===== src/rtl/ps2_dir_decoder.sv =====
// PS/2 set-2 scan-code decoder: turns the byte stream into per-player held keys,
// an active direction per player, and a pause toggle.
module ps2_dir_decoder #(
  parameter int TIMEOUT_CYCLES = 2500000,
  parameter int CNT_W          = 22
) (
  input  logic       clock,
  input  logic       resetn,
  input  logic       ps2_key_pressed,
  input  logic [7:0] ps2_key_data,
  output logic [3:0] held0,
  output logic [3:0] held1,
  output logic [2:0] dir0,
  output logic [2:0] dir1,
  output logic       paused,
  output logic       key_event,
  output logic [1:0] fsm_state
);

  // Handshake: a byte is consumed exactly on cycles where ps2_key_pressed is 1;
  // there is no back-pressure, every strobed byte is taken.
  typedef enum logic [1:0] {IDLE, EXT, BRK, EXT_BRK} state_t;

  state_t           state, state_n;
  logic [CNT_W-1:0] cnt;
  logic             p_held, p_held_n;
  logic             timeout_hit;
  logic             is_e0, is_f0, ev, ev_ext, ev_brk;
  logic             hit0, hit1, hit_p;
  logic [1:0]       idx;
  logic [3:0]       held0_n, held1_n;
  logic [2:0]       dir0_n, dir1_n;
  logic             paused_n, key_event_n;

  assign fsm_state   = state;
  assign timeout_hit = (cnt == CNT_W'(TIMEOUT_CYCLES - 1));
  assign is_e0       = (ps2_key_data == 8'hE0);
  assign is_f0       = (ps2_key_data == 8'hF0);
  assign ev          = ps2_key_pressed && !is_e0 && !is_f0;
  assign ev_ext      = (state == EXT) || (state == EXT_BRK);
  assign ev_brk      = (state == BRK) || (state == EXT_BRK);

  // Returns {held, dir} after a make/break of key idx (0 up, 1 right, 2 down, 3 left).
  function automatic logic [6:0] apply_key(input logic [3:0] held, input logic [2:0] dir,
                                           input logic brk, input logic [1:0] k);
    logic [3:0] h;
    logic [2:0] d;
    logic [2:0] key;
    h   = held;
    d   = dir;
    key = {1'b0, k} + 3'd1;
    if (!brk) begin
      if (!held[k]) begin
        h[k] = 1'b1;
        d    = key;
      end
    end else if (held[k]) begin
      h[k] = 1'b0;
      if (dir == key) begin
        if (h[0])      d = 3'd1;
        else if (h[1]) d = 3'd2;
        else if (h[2]) d = 3'd3;
        else if (h[3]) d = 3'd4;
        else           d = 3'd0;
      end
    end
    return {h, d};
  endfunction

  always_comb begin
    state_n = state;
    if (ps2_key_pressed) begin
      case (state)
        IDLE:    state_n = is_e0 ? EXT : (is_f0 ? BRK : IDLE);
        EXT:     state_n = is_f0 ? EXT_BRK : (is_e0 ? EXT : IDLE);
        BRK:     state_n = is_e0 ? EXT_BRK : (is_f0 ? BRK : IDLE);
        EXT_BRK: state_n = (is_e0 || is_f0) ? EXT_BRK : IDLE;
        default: state_n = IDLE;
      endcase
    end else if (state != IDLE && timeout_hit) begin
      state_n = IDLE;
    end
  end

  // A code only maps when its extension prefix matches the key table.
  always_comb begin
    hit0  = 1'b0;
    hit1  = 1'b0;
    hit_p = 1'b0;
    idx   = 2'd0;
    if (ev && !ev_ext) begin
      case (ps2_key_data)
        8'h1D:   begin hit0 = 1'b1; idx = 2'd0; end
        8'h23:   begin hit0 = 1'b1; idx = 2'd1; end
        8'h1B:   begin hit0 = 1'b1; idx = 2'd2; end
        8'h1C:   begin hit0 = 1'b1; idx = 2'd3; end
        8'h4D:   hit_p = 1'b1;
        default: ;
      endcase
    end else if (ev && ev_ext) begin
      case (ps2_key_data)
        8'h75:   begin hit1 = 1'b1; idx = 2'd0; end
        8'h74:   begin hit1 = 1'b1; idx = 2'd1; end
        8'h72:   begin hit1 = 1'b1; idx = 2'd2; end
        8'h6B:   begin hit1 = 1'b1; idx = 2'd3; end
        default: ;
      endcase
    end
  end

  always_comb begin
    {held0_n, dir0_n} = hit0 ? apply_key(held0, dir0, ev_brk, idx) : {held0, dir0};
    {held1_n, dir1_n} = hit1 ? apply_key(held1, dir1, ev_brk, idx) : {held1, dir1};
    paused_n = paused;
    p_held_n = p_held;
    if (hit_p) begin
      if (!ev_brk && !p_held) paused_n = !paused;
      p_held_n = !ev_brk;
    end
    key_event_n = (held0_n != held0) || (dir0_n != dir0) ||
                  (held1_n != held1) || (dir1_n != dir1);
  end

  always_ff @(posedge clock or negedge resetn) begin
    if (!resetn) begin
      state     <= IDLE;
      cnt       <= '0;
      held0     <= '0;
      held1     <= '0;
      dir0      <= '0;
      dir1      <= '0;
      paused    <= 1'b0;
      p_held    <= 1'b0;
      key_event <= 1'b0;
    end else begin
      state <= state_n;
      if (ps2_key_pressed || state == IDLE || timeout_hit) cnt <= '0;
      else                                                 cnt <= cnt + 1'b1;
      held0     <= held0_n;
      held1     <= held1_n;
      dir0      <= dir0_n;
      dir1      <= dir1_n;
      paused    <= paused_n;
      p_held    <= p_held_n;
      key_event <= key_event_n;
    end
  end

endmodule

===== config.mk =====
export PLATFORM = sky130hd
export DESIGN_NAME = ps2_dir_decoder
export DESIGN_NICKNAME = d
export VERILOG_FILES = /design/src/rtl/ps2_dir_decoder.sv
export SDC_FILE = /design/constraint.sdc
export NUM_CORES = 1
export LEC_CHECK = 0
export ABC_AREA = 0
export BUFFER_PORTS_ARGS = -buffer_cell sky130_fd_sc_hd__buf_2
export CAP_MARGIN = 20
export CORE_MARGIN = 2
export CORE_UTILIZATION = 35
export DETAILED_ROUTE_END_ITERATION = 8
export RECOVER_POWER = 100
export SLEW_MARGIN = 20
export SYNTH_ARGS = -nofsm -noshare
export SYNTH_HDL_FRONTEND = slang
export SYNTH_SLANG_ARGS = --single-unit
export TNS_END_PERCENT = 50

===== constraint.sdc =====
create_clock -name clock -period 4 [get_ports clock]
set_input_delay 0.2 -clock clock [delete_from_list [all_inputs] [get_ports clock]]
set_output_delay 0.2 -clock clock [all_outputs]
set_load 0.01 [all_outputs]

# Yosys cells after proc, flatten, opt, wreduce, memory -nomap -nowiden
# Index checks and enable logic that the tools add are counted.
# W data, S select, Z words.
[totals]
regBits = 41
latch_bits = 0
ramBits = 0
romBits = 0
inputBits = 11
mem_count = 0
[op_classes]
addsub = 2
n_mul = 0
div_mod_pow = 0
order_cmp = 2
n_eq_ne = 21
n_shift = 0
n_mux = 51
n_bitwise = 5
n_reduce_logical = 27
[ops]
columns = ["cell", "count"]
rows = [
  ["$mux W3", 16],
  ["$eq A8 B7 Y1 const B", 5],
  ["$eq A8 B5 Y1 const B", 3],
  ["$mux W4", 6],
  ["$add A22 B1 Y22 const B", 1],
  ["$eq A22 B22 Y1 const B", 1],
  ["$mux W22", 1],
  ["$mux W2", 9],
  ["$eq A8 B8 Y1 const B", 2],
  ["$mux W7", 2],
  ["$pmux W2 S3", 2],
  ["$mux W1", 11],
  ["$and A4 B4 Y4", 2],
  ["$eq A8 B6 Y1 const B", 1],
  ["$logic_or A1 B1 Y1", 8],
  ["$ne A4 B4 Y1", 2],
  ["$or A4 B4 Y4", 2],
  ["$pmux W2 S4", 1],
  ["$reduce_or A4 Y1", 2],
  ["$logic_and A1 B1 Y1", 7],
  ["$eq A3 B3 Y1", 2],
  ["$logic_not A1 Y1", 6],
  ["$ne A3 B3 Y1", 2],
  ["$bmux W1 S2", 2],
  ["10 further kinds", 12],
]

# Depth between registers and ports, before layout
# Gate-level depths: netlist of run 1.
[logic_depth]
word_depth = 25
ltp_mapped = 17
mapped_depth_nobuf = 15

# Worst setup path before layout of run 1
# Ideal clock, no wire load.
[synth_timing]
kind = "input-to-reg"
startpoint = "input port ps2_key_data[0]"
endpoint = "register key_event"
setup_time_ns = 0.136
arrival_time_ns = 3.179
required_time_ns = 3.864
slack_ns = 0.685
path_stages = 16
cell_sequence = "clkbuf_1 -> or2_2 -> o311a_1 -> a22o_1 -> inv_1 -> ha_1 -> clkbuf_1 -> nand2b_1 -> nand2_1 -> o21ai_0 -> nor2_1 -> a211o_1 -> nand3_1 -> o32ai_1 -> nor4b_2 -> o211ai_2"
[synth_via]
elab_chain_len = 25
[synth_lines]
columns = ["item", "line_no", "text"]
rows = [
  ["start, declared", "10", "input logic [7:0] ps2_key_data,"],
  ["$eq A8 B8 Y1", "37", "assign is_e0 = (ps2_key_data == 8'hE0);"],
  ["$logic_not A1 Y1", "39", "assign ev = ps2_key_pressed && !is_e0 && !is_f0;"],
  ["$logic_and A1 B1 Y1 (2 in series)", "39", ""],
  ["$logic_and A1 B1 Y1", "100", "end else if (ev && ev_ext) begin"],
  ["$mux W2", "100", ""],
  ["$mux W2", "91", "if (ev && !ev_ext) begin"],
  ["$lt A2 B3 Y1 (not written as such) or $ge A2 B1 Y1 (tied branches)", "54, 58", ""],
  ["$logic_and A1 B1 Y1 (not written as such)", "54, 58", ""],
  ["[8 not listed]", "--", ""],
  ["$mux W3", "59", "if (dir == key) begin"],
  ["$mux W3", "57", "end else if (held[k]) begin"],
  ["$mux W3", "52", "if (!brk) begin"],
  ["$mux W7", "112", "{held0_n, dir0_n} = hit0 ? apply_key(held0, dir0, ev_brk, idx) : {held0, dir0};"],
  ["$ne A3 B3 Y1", "120", "key_event_n = (held0_n != held0) || (dir0_n != dir0) ||"],
  ["$logic_or A1 B1 Y1 (2 in series)", "120", ""],
  ["$logic_or A1 B1 Y1 *", "121", "(held1_n != held1) || (dir1_n != dir1);"],
  ["via key_event_n", "33", "logic paused_n, key_event_n;"],
  ["end signal, assigned", "145", "key_event <= key_event_n;"],
  ["end, declared", "16", "output logic key_event,"],
]
# The timed path passes the listed nets; every way through them passes the cells marked *. The select of a mux whose other input is x is not followed.
# A chain may end at the register's enable or synchronous reset.

# Final worst setup path of run 1
[layout_timing]
startpoint = "input port ps2_key_data[7]"
endpoint = "register dir0[2]"
[layout_via]
elab_chain_len = 21
[layout_lines]
columns = ["item", "line_no", "text"]
rows = [
  ["$eq A8 B8 Y1", "37", ""],
  ["$logic_not A1 Y1", "39", ""],
  ["$logic_and A1 B1 Y1 (2 in series)", "39", ""],
  ["$logic_and A1 B1 Y1", "100", ""],
  ["$mux W2", "100", ""],
  ["$mux W2", "91", ""],
  ["$lt A2 B3 Y1 (not written as such) or $ge A2 B1 Y1 (tied branches)", "58", "h[k] = 1'b0;"],
  ["$logic_and A1 B1 Y1 (not written as such)", "58", ""],
  ["[5 not listed]", "--", ""],
  ["$mux W3", "62", "else if (h[2]) d = 3'd3;"],
  ["$mux W3", "61", "else if (h[1]) d = 3'd2;"],
  ["$mux W3", "60", "if (h[0]) d = 3'd1;"],
  ["$mux W3", "59", ""],
  ["$mux W3", "57", ""],
  ["$mux W3", "52", ""],
  ["$mux W7 *", "112", ""],
  ["via dir0_n[2]", "32", "logic [2:0] dir0_n, dir1_n;"],
  ["end signal, assigned", "141", "dir0 <= dir0_n;"],
  ["end, declared", "13", "output logic [2:0] dir0,"],
]
# Marked as above.

==> impl_metrics.yaml, run 1 <==
floorplan:
  num_rows: 33
  io_pins: 29
  die_w_um: 97.1
  initial_core_util_pct: 36.5
  coreArea_mm2: 0.00830
  fp.dieArea_mm2: 0.00943
  fp.dieH_um: 97.1
grt:
  grt_first_pass_wirelength_mm: 12.9
  grt_antenna_before_repair: 0
  grt_pass1_vias: 2610
  grtUsageMet1_pct: 22.1
  grt_max_degree: 42
  grtUsageMet3_pct: 2.73
  use_met2_pct: 27.5
  grt_usage_pct: 16.5
  overflow: 0
  gr-max-usage-layer: "met2"
logic_synthesis:
  synth-seq-cells: 41
  syn-mean-instance-area_um2: 8.17
  yosysMostFrequentCell: "nor2_1"
  syn-num-nets: 387
  synthFlopType: "dfrtp_1"
  synth_common_cells: "nor2_1 (45), nand2_1 (42), dfrtp_1 (41)"
  synth_edf_count: 0
  synth_top_area_cell: "dfrtp_1"
  synthArstFlopShare_pct: 100
  synth_top_area_share_pct: 33.8
  ys_top_cells_by_area: "dfrtp_1 (34%), nor2_1 (5.6%), nand2_1 (5.2%)"
  synth_cells: 371
  netlist_area_mm2: 0.00303
  ys_seq_area_share_pct: 33.8
  ys_types: 72
  yosysWarningCount: 0
detailed_routing:
  wl_per_cell_um: 15.2
  vias: 2790
  wl_mm: 7.61
  viasPerCell: 5.58
  drt.antenna.violating_nets: 0
  first_iter_violations: 176
  drc_errors: 0
  drt-pass1-iter-count: 5
setup_path:
  cp-start-kind: "input port"
  critPathArrivalTime_ns: 3.71
  end_kind: "flop"
  required_ns: 4.19
  crit_fanout: 7
  critPathKind: "in2reg"
layout:
  nFillCells: 861
  syn2layout_area_growth_pct: 8.58
  drive_gt1_share_pct: 8.10
  final_nets: 410
  n_antenna_cell: 0
  multi_input_area_mm2: 0.00184
  regArea_mm2: 0.00103
power_and_ir_drop:
  p_total_mw: 0.817
  power.leakage_nw: 1.29
  peakVddDrop_uv: 112
  p_per_area_mw_per_mm2: 248
placement:
  port_buffers: 28
  place_congestion: 0.964
  hpwl_mm: 5.48
clock_network:
  cts_setup_buffers: 0
  clock_sinks: 41
  cts.repair.resized: 0
  cts.clk_slew.worst_paths_ns: 0.09
  cts_buffer_depth: 2
  tritoncts: "yes"
  insertion_delay_ns: 0.31
  numCtsBuffers: 5
  h-tree-depth: 2
  clockRootBuffer: "clkbuf_8"
  cts_hold_buf: 0
timing:
  finalSetupViolations: 0
  fmax_ghz: 0.284
  skew_ns: 0.0147
  finalSetupTns_ns: 0
  period_needed_ns: 3.52
  slew_violations: 0
  fin_crit_sh_pct: 87.9
  relSlewSlack_pct: 18.0
  worstMarginPinSlew_ns: 1.23
  rsz0062_at_grt: "no"
  hold_viol: 0
hold_path:
  hp-class: "in2reg"
status:
  status: "completed"
flow_run:
  max_cap_viol_count: 0
[layer usage]
layer / vias to the layer above / wire length, um
li1: 1395 / -
met1: 1323 / 3640
met2: 58 / 3600
met3: 14 / 252
met4: 0 / 123
met5: - / 0
[worst max-delay path, cell delays in order]
cell and delay [ns]:
clkbuf_1 0.11, nand4bb_2 0.29, or4b_1 0.52, a211oi_1 0.74, nor3_1 0.21, nor3_1 0.60
or2_0 0.30, nand3_1 0.13, mux2_4 0.32, a221o_1 0.29
[sequential cells by signal (all words and copies together), names as in the netlist]
signal     flops
dir1           3
dir0           3
held1          4
fsm_state      2
p_held         1
cnt           22
key_event      1
held0          4
paused         1
[layout make-up]
type | count | area share [%]
timing repair buffer | 32 | 4.29
multi-input combinational | 299 | 56.0
inverter | 15 | 1.71
clock buffer | 5 | 2.09
tap | 105 | 3.99
sequential | 41 | 31.2
clock inverter | 3 | 0.760
[report_power, final]
part,internal (mW),switching (mW)
Clock,0.126,0.171
Sequential,0.421,0.0156
Combinational,0.0319,0.0509
[cells by family (layout without fill, tap and decap cells)]
kind of cell	count (synthesis)	in the layout	share of synthesized area (%)
simple gates	167	167	28.8
fa+ha+maj	5	5	2.06
compound gates	99	99	22.9
mux	4	4	1.49
buf+inv	31	55	3.96
xor+xnor	24	24	6.93
flops	41	41	33.8
[final timing paths]
path	slack, ns	startpoint	cells past startpoint	endpoint
worst max-delay path	0.48	ps2_key_data[7]	10	dir0[2]$_DFF_PN0_
worst min-delay path	0.19	ps2_key_data[4]	2	fsm_state[0]$_DFFE_PN0P_
worst max register to register	0.53	fsm_state[0]$_DFFE_PN0P_	13	key_event$_DFF_PN0_
worst min register to register	0.47	paused$_DFFE_PN0P_	1	paused$_DFFE_PN0P_
max in group asynchronous	1.75	resetn	3	held0[0]$_DFF_PN0_
min in group asynchronous	0.66	resetn	2	cnt[12]$_DFF_PN0_
[through the flow]
stage               hold slack, ns  setup slack [ns]  std cells  instance area [um^2]  util, %
finish                       0.189             0.482        500                  3290     39.7
global route                 0.235             0.147        500                  3290     39.7
CTS                         0.0653             0.475        498                  3350     40.4
detailed placement           0.416             0.351        490                  3260     39.2
global placement             0.408             0.404        490                  3260     39.2
floorplan                  -0.0956             0.685        371                  3030        -
[placed cells by master (no fill, tap or decap), types with 5 or more instances in the layout]
cell type  count
xnor2_1        9
clkbuf_8       5
a21oi_1       22
xor2_1        15
nor3_1        11
dfrtp_1       41
o22ai_1        6
buf_2          9
nor2_1        45
nand2_1       42
ha_1           5
o21a_1         5
nand3_1       16
nand4_1        6
inv_1         15
nand2b_1       8
o21ai_0       19
clkbuf_1      21
(Power assumes the default switching activity.)
==> run 2: changes to the inputs <==
--- a/config.mk
+++ b/config.mk
@@ -9,8 +9,9 @@
 export BUFFER_PORTS_ARGS = -buffer_cell sky130_fd_sc_hd__buf_2
 export CAP_MARGIN = 20
 export CORE_MARGIN = 2
-export CORE_UTILIZATION = 35
+export CORE_UTILIZATION = 50
 export DETAILED_ROUTE_END_ITERATION = 8
+export PLACE_DENSITY = 0.69
 export RECOVER_POWER = 100
 export SLEW_MARGIN = 20
 export SYNTH_ARGS = -nofsm -noshare
==> constraint.sdc (replaced) <==
create_clock -name clock -period 4 [get_ports clock]
set_input_delay 0.8 -clock clock [delete_from_list [all_inputs] [get_ports clock]]
set_output_delay 0.8 -clock clock [all_outputs]
set_load 0.01 [all_outputs]
==> run 2 against run 1 <==
The flow now finishes with violations (capacitance limit, slew limit). Clock skew decreased by 0.0056 ns. Clock power decreased by 2%. Sequential share of layout area decreased by 0.39 points.
==> impl_metrics.yaml, run 2 (synthesis results as in run 1) <==
timing:
  fin_crit_sh_pct: 91.2
  finalSetupTns_ns: 0
  worstMarginPinSlew_ns: 2.26
  fmax_ghz: 0.274
  hold_viol: 0
  rsz0062_at_grt: "no"
  relSlewSlack_pct: -50.4
  slew_violations: 42
  period_needed_ns: 3.65
  skew_ns: 0.00905
  finalSetupViolations: 0
setup_path:
  critPathArrivalTime_ns: 3.83
  path_delay_family: "simple AND/OR/NAND/NOR gates"
  cp-start-kind: "input port"
  crit_fanout: 5
  path_cells: "buf_2, nand4bb_2, or4b_1, a211o_1, nand2_1, inv_1, ha_1, buf_4, nor2b_1, nor2_1, nand4_1, o22ai_1, a32oi_1, o32ai_1, nor4b_2, o211ai_2"
  critPathKind: "in2reg"
  end_kind: "flop"
  rr_worst_depth: 14
  cp_slowest_cell: "or4b_1"
  crit_cells: 16
  required_ns: 4.18
  path_buf_inv: 3
  critPathMaxStageDelay_ns: 0.55
floorplan:
  fp.dieArea_mm2: 0.00671
  coreArea_mm2: 0.00589
  num_rows: 28
  io_pins: 29
  initial_core_util_pct: 51.5
  fp.dieH_um: 81.9
  die_w_um: 81.9
detailed_routing:
  first_iter_violations: 199
  wl_per_cell_um: 15.4
  drt-pass1-iter-count: 4
  drt.antenna.violating_nets: 0
  vias: 2865
  viasPerCell: 5.98
  wl_mm: 7.36
  drc_errors: 0
layout:
  reg_top3: "cnt x22, held0 x4, held1 x4"
  drive_gt1_share_pct: 10.6
  final_nets: 419
  final_common_cell: "nor2_1"
  syn2layout_area_growth_pct: 9.94
  layout_common_cells: "nor2_1 (45), nand2_1 (42), dfrtp_1 (41)"
  regMostFlops: "cnt"
  n_antenna_cell: 0
  largest_register_ffs: 22
power_and_ir_drop:
  p_total_mw: 0.809
  peakVddDrop_uv: 128
  p_per_area_mw_per_mm2: 243
  power.leakage_nw: 1.33
clock_network:
  cts_setup_buffers: 0
  tritoncts: "yes"
  numCtsBuffers: 5
  cts_hold_buf: 0
  clock_sinks: 41
  cts.repair.resized: 0
  h-tree-depth: 2
  insertion_delay_ns: 0.30
  cts_buffer_depth: 2
  clockRootBuffer: "clkbuf_8"
  cts.clk_slew.worst_paths_ns: 0.09
grt:
  overflow: 0
  grt_max_degree: 42
  grt_first_pass_wirelength_mm: 12.7
  grt_pass1_vias: 2786
  grt_usage_pct: 24.1
  grt_antenna_before_repair: 0
hold_path:
  hold_depth: 1
  hp-class: "reg2reg"
status:
  status: "complete, but fails checks"
  violations: "capacitance limit, slew limit"
placement:
  port_buffers: 28
  hpwl_mm: 5.44
  place_congestion: 0.880
flow_run:
  max_cap_viol_count: 1
## run 2: final cells by class
type	instances	area, um^2
multi-input cells	299	1860
flip-flops and latches	41	1030
inverters	15	56.3
well taps	75	93.8
fillers	556	2550
repair buffers	41	203
clock buffers	5	68.8
clock inverters	3	25.0
## run 2: worst paths after layout
| kind | to | slack [ns] | startpoint |
|---|---|---|---|
| min in group asynchronous | cnt[11]$_DFF_PN0_ | 1.15 | resetn |
| hold / removal | paused$_DFFE_PN0P_ | 0.48 | paused$_DFFE_PN0P_ |
| setup reg to reg | key_event$_DFF_PN0_ | 0.99 | fsm_state[0]$_DFFE_PN0P_ |
| hold reg to reg | paused$_DFFE_PN0P_ | 0.48 | paused$_DFFE_PN0P_ |
| max in group asynchronous | cnt[15]$_DFF_PN0_ | 1.56 | resetn |
| setup / recovery | key_event$_DFF_PN0_ | 0.35 | ps2_key_data[7] |
## run 2: routing by layer
layer / up-vias / track usage [%] / part of all wire, %
met5: - / 0 / 0
met4: 0 / 7.83 / 2.1
met3: 17 / 3.41 / 3.8
met2: 69 / 40.6 / 47
met1: 1371 / 31.7 / 47
li1: 1408 / - / -
## run 2: power by group
part           switching (mW)  total [mW]  leakage (nW)  internal, mW
clock                   0.164       0.290        0.0447         0.126
combinational          0.0496      0.0819         0.759        0.0323
sequential             0.0159       0.437         0.528         0.421
total                   0.229       0.809          1.33         0.579
## run 2: stage by stage
stage	hold slack (ns)	setup slack [ns]	instances	cell area (um^2)	util [%]
after floorplan	0.451	0.0846	371	3030	-
after global placement	0.453	0.148	471	3300	56.1
after detailed placement	0.470	0.116	471	3300	56.1
after CTS	0.489	0.392	479	3390	57.7
after global routing	0.494	0.0782	479	3330	56.7
final	0.484	0.354	479	3330	56.7
==> run 3: changes to the inputs <==
--- a/config.mk
+++ b/config.mk
@@ -11,6 +11,7 @@
 export CORE_MARGIN = 2
 export CORE_UTILIZATION = 50
 export DETAILED_ROUTE_END_ITERATION = 8
+export GPL_TIMING_DRIVEN = 0
 export PLACE_DENSITY = 0.69
 export RECOVER_POWER = 100
 export SLEW_MARGIN = 20
==> run 3 against run 2 <==
The run still ends with capacitance limit, slew limit left. Cell area up 0.90%. Utilization increased by 0.51 points. Critical path depth down 2. Non-clock buffer count stayed put. Die area unchanged. Clock skew shrank 0.0025 ns. Fmax is 5.5% lower. Via count up 0.38%. Combinational power rose by 7.3%. Clock-buffer cell count did not move. Power up 0.54%. Largest cell class unchanged.
==> impl_metrics.yaml, run 3 (synthesis results as in run 1) <==
setup_path:
  cp-start-kind: "input port"
  path_cells: "buf_2, nand4bb_2, or4b_4, a211o_1, nand2_2, inv_1, ha_1, inv_1, a32oi_2, o31a_1, o211a_1, o31ai_1, nor4b_2, o211ai_2"
  critPathMaxStageDelay_ns: 0.54
  path_buf_inv: 3
  critPathKind: "in2reg"
  end_kind: "flop"
  crit_fanout: 8
  reg2reg_slack_ns: 0.60
  critPathArrivalTime_ns: 4.08
  path_delay_family: "compound AO/OA/AOI/OAI gates"
  cp_slowest_cell: "or4b_4"
  required_ns: 4.23
  cpMostUsedCell: "inv_1"
grt:
  grt_max_degree: 42
  overflow: 0
  grt_antenna_before_repair: 0
  grt_pass1_vias: 2601
  grt_usage_pct: 24.3
  grt_first_pass_wirelength_mm: 12.6
floorplan:
  die_w_um: 81.9
  fp.dieArea_mm2: 0.00671
  io_pins: 29
  fp.dieH_um: 81.9
  num_rows: 28
  initial_core_util_pct: 51.5
  coreArea_mm2: 0.00589
placement:
  port_buffers: 27
  dp_cells: 473
  place_congestion: 0.911
  hpwl_mm: 5.58
power_and_ir_drop:
  switching_share_pct: 28.6
  internal-power_mw: 0.581
  power.leakage_nw: 1.32
  p_sw_mw: 0.232
  pwr-share-comb_pct: 10.8
  p_clk_share_pct: 36.3
  p_seq_share_pct: 52.9
  peakVddDrop_uv: 116
  p_per_area_mw_per_mm2: 242
timing:
  slew_violations: 42
  rsz0062_at_grt: "no"
  skew_ns: 0.00651
  fin_crit_sh_pct: 96.4
  hold_viol: 0
  relSlewSlack_pct: -50.6
  period_needed_ns: 3.86
  worstMarginPinSlew_ns: 2.26
  fmax_ghz: 0.259
  whs_ns: 0.471
  finalSetupViolations: 0
layout:
  regMostFlops: "cnt"
  final_common_cell: "nor2_1"
  finish.utilization_pct: 57.2
  syn2layout_area_growth_pct: 10.9
  reg_top3: "cnt x22, held0 x4, held1 x4"
  largest_register_ffs: 22
  nFillCells: 565
  final_cells: 479
  multi_input_area_mm2: 0.00192
  regArea_mm2: 0.00103
  layout_common_cells: "nor2_1 (45), nand2_1 (41), dfrtp_1 (41)"
  n_antenna_cell: 0
  drive_gt1_share_pct: 11.6
  final_nets: 419
detailed_routing:
  drc_errors: 0
  viasPerCell: 6.00
  drt.antenna.violating_nets: 0
  wl_per_cell_um: 15.9
  first_iter_violations: 177
  vias: 2876
  drt-pass1-iter-count: 6
  wl_mm: 7.61
clock_network:
  clockRootBuffer: "clkbuf_8"
  clock_sinks: 41
  cts.clk_slew.worst_paths_ns: 0.08
  tritoncts: "yes"
  cts_setup_buffers: 0
  cts_hold_buf: 0
  cts_buffer_depth: 2
  insertion_delay_ns: 0.31
  numCtsBuffers: 5
  h-tree-depth: 2
status:
  violations: "capacitance limit, slew limit"
  status: "complete, but fails checks"
hold_path:
  hp-class: "reg2reg"
flow_run:
  max_cap_viol_count: 1
[run 3: changes by cell type in the layout (fill, tap and decap cells not counted), moves of 2 or more]
cell      delta
buf_4        -9
clkbuf_1     +9
ha_1         -3
ha_2         +2
or2_0        -2
[run 3: final cells by class]
class / instances / area share [%]
clock buffers: 5 / 2.05
plain buffers: 14 / 1.79
inverters: 15 / 1.79
repair buffers: 27 / 3.31
flip-flops and latches: 41 / 30.5
multi-input cells: 299 / 57.0
clock inverters: 3 / 0.744
well taps: 75 / 2.79
[run 3: what timing repair did]
action	in CTS	in global routing
endpoints found under the setup margin	1	3
gates cloned	0	0
gates resized for setup	3	10
[run 3: metal layers]
metal | vias up | track usage (%) | wire [um] | share of wire [%]
met2 | 79 | 38.5 | 3500 | 46
met5 | - | 0 | 0 | 0
met4 | 0 | 7.83 | 91 | 1.2
met3 | 8 | 4.84 | 341 | 4.5
met1 | 1385 | 33.4 | 3680 | 48
li1 | 1404 | - | - | -
[run 3: stage by stage]
step	power (mW)	TNS (ns)	cell area (um^2)	worst slack (ns)
finish	0.813	0	3360	0.143
global route	0.850	0	3360	0.00590
CTS	0.823	0	3360	0.00666
detailed placement	0.527	-1.25	3260	-0.458
global placement	0.526	-1.01	3260	-0.435
floorplan	0.490	0	3030	0.0846
[run 3: worst reg2reg max path: stages, from the launching register on]
cell and delay, ns:
dfrtp_1 0.42, nand2b_1 0.25, nor3_1 0.27, a22o_2 0.34, clkinvlp_4 0.24, ha_4 0.24, nand2b_1 0.20, a32oi_2 0.33
nand4_1 0.13, o31a_1 0.13, o211a_1 0.20, o31ai_1 0.37, nor4b_2 0.11, o211ai_2 0.08
[run 3: worst paths after layout]
kind | cells past startpoint | startpoint | endpoint
min in group asynchronous | 1 | resetn | cnt[8]$_DFF_PN0_
max in group asynchronous | 1 | resetn | held0[0]$_DFF_PN0_
worst max-delay path | 14 | ps2_key_data[7] | key_event$_DFF_PN0_
worst max register to register | 13 | fsm_state[0]$_DFFE_PN0P_ | key_event$_DFF_PN0_
worst min register to register | 1 | paused$_DFFE_PN0P_ | paused$_DFFE_PN0P_
worst min-delay path | 1 | paused$_DFFE_PN0P_ | paused$_DFFE_PN0P_
[run 3: power groups by stage]
stage	clock network (mW)	registers (mW)	logic [mW]
global placement	0	0.439	0.0871
floorplan	0	0.439	0.0511
global route	0.319	0.432	0.0990
detailed placement	0	0.438	0.0893
CTS	0.304	0.430	0.0896
finish	0.295	0.430	0.0879
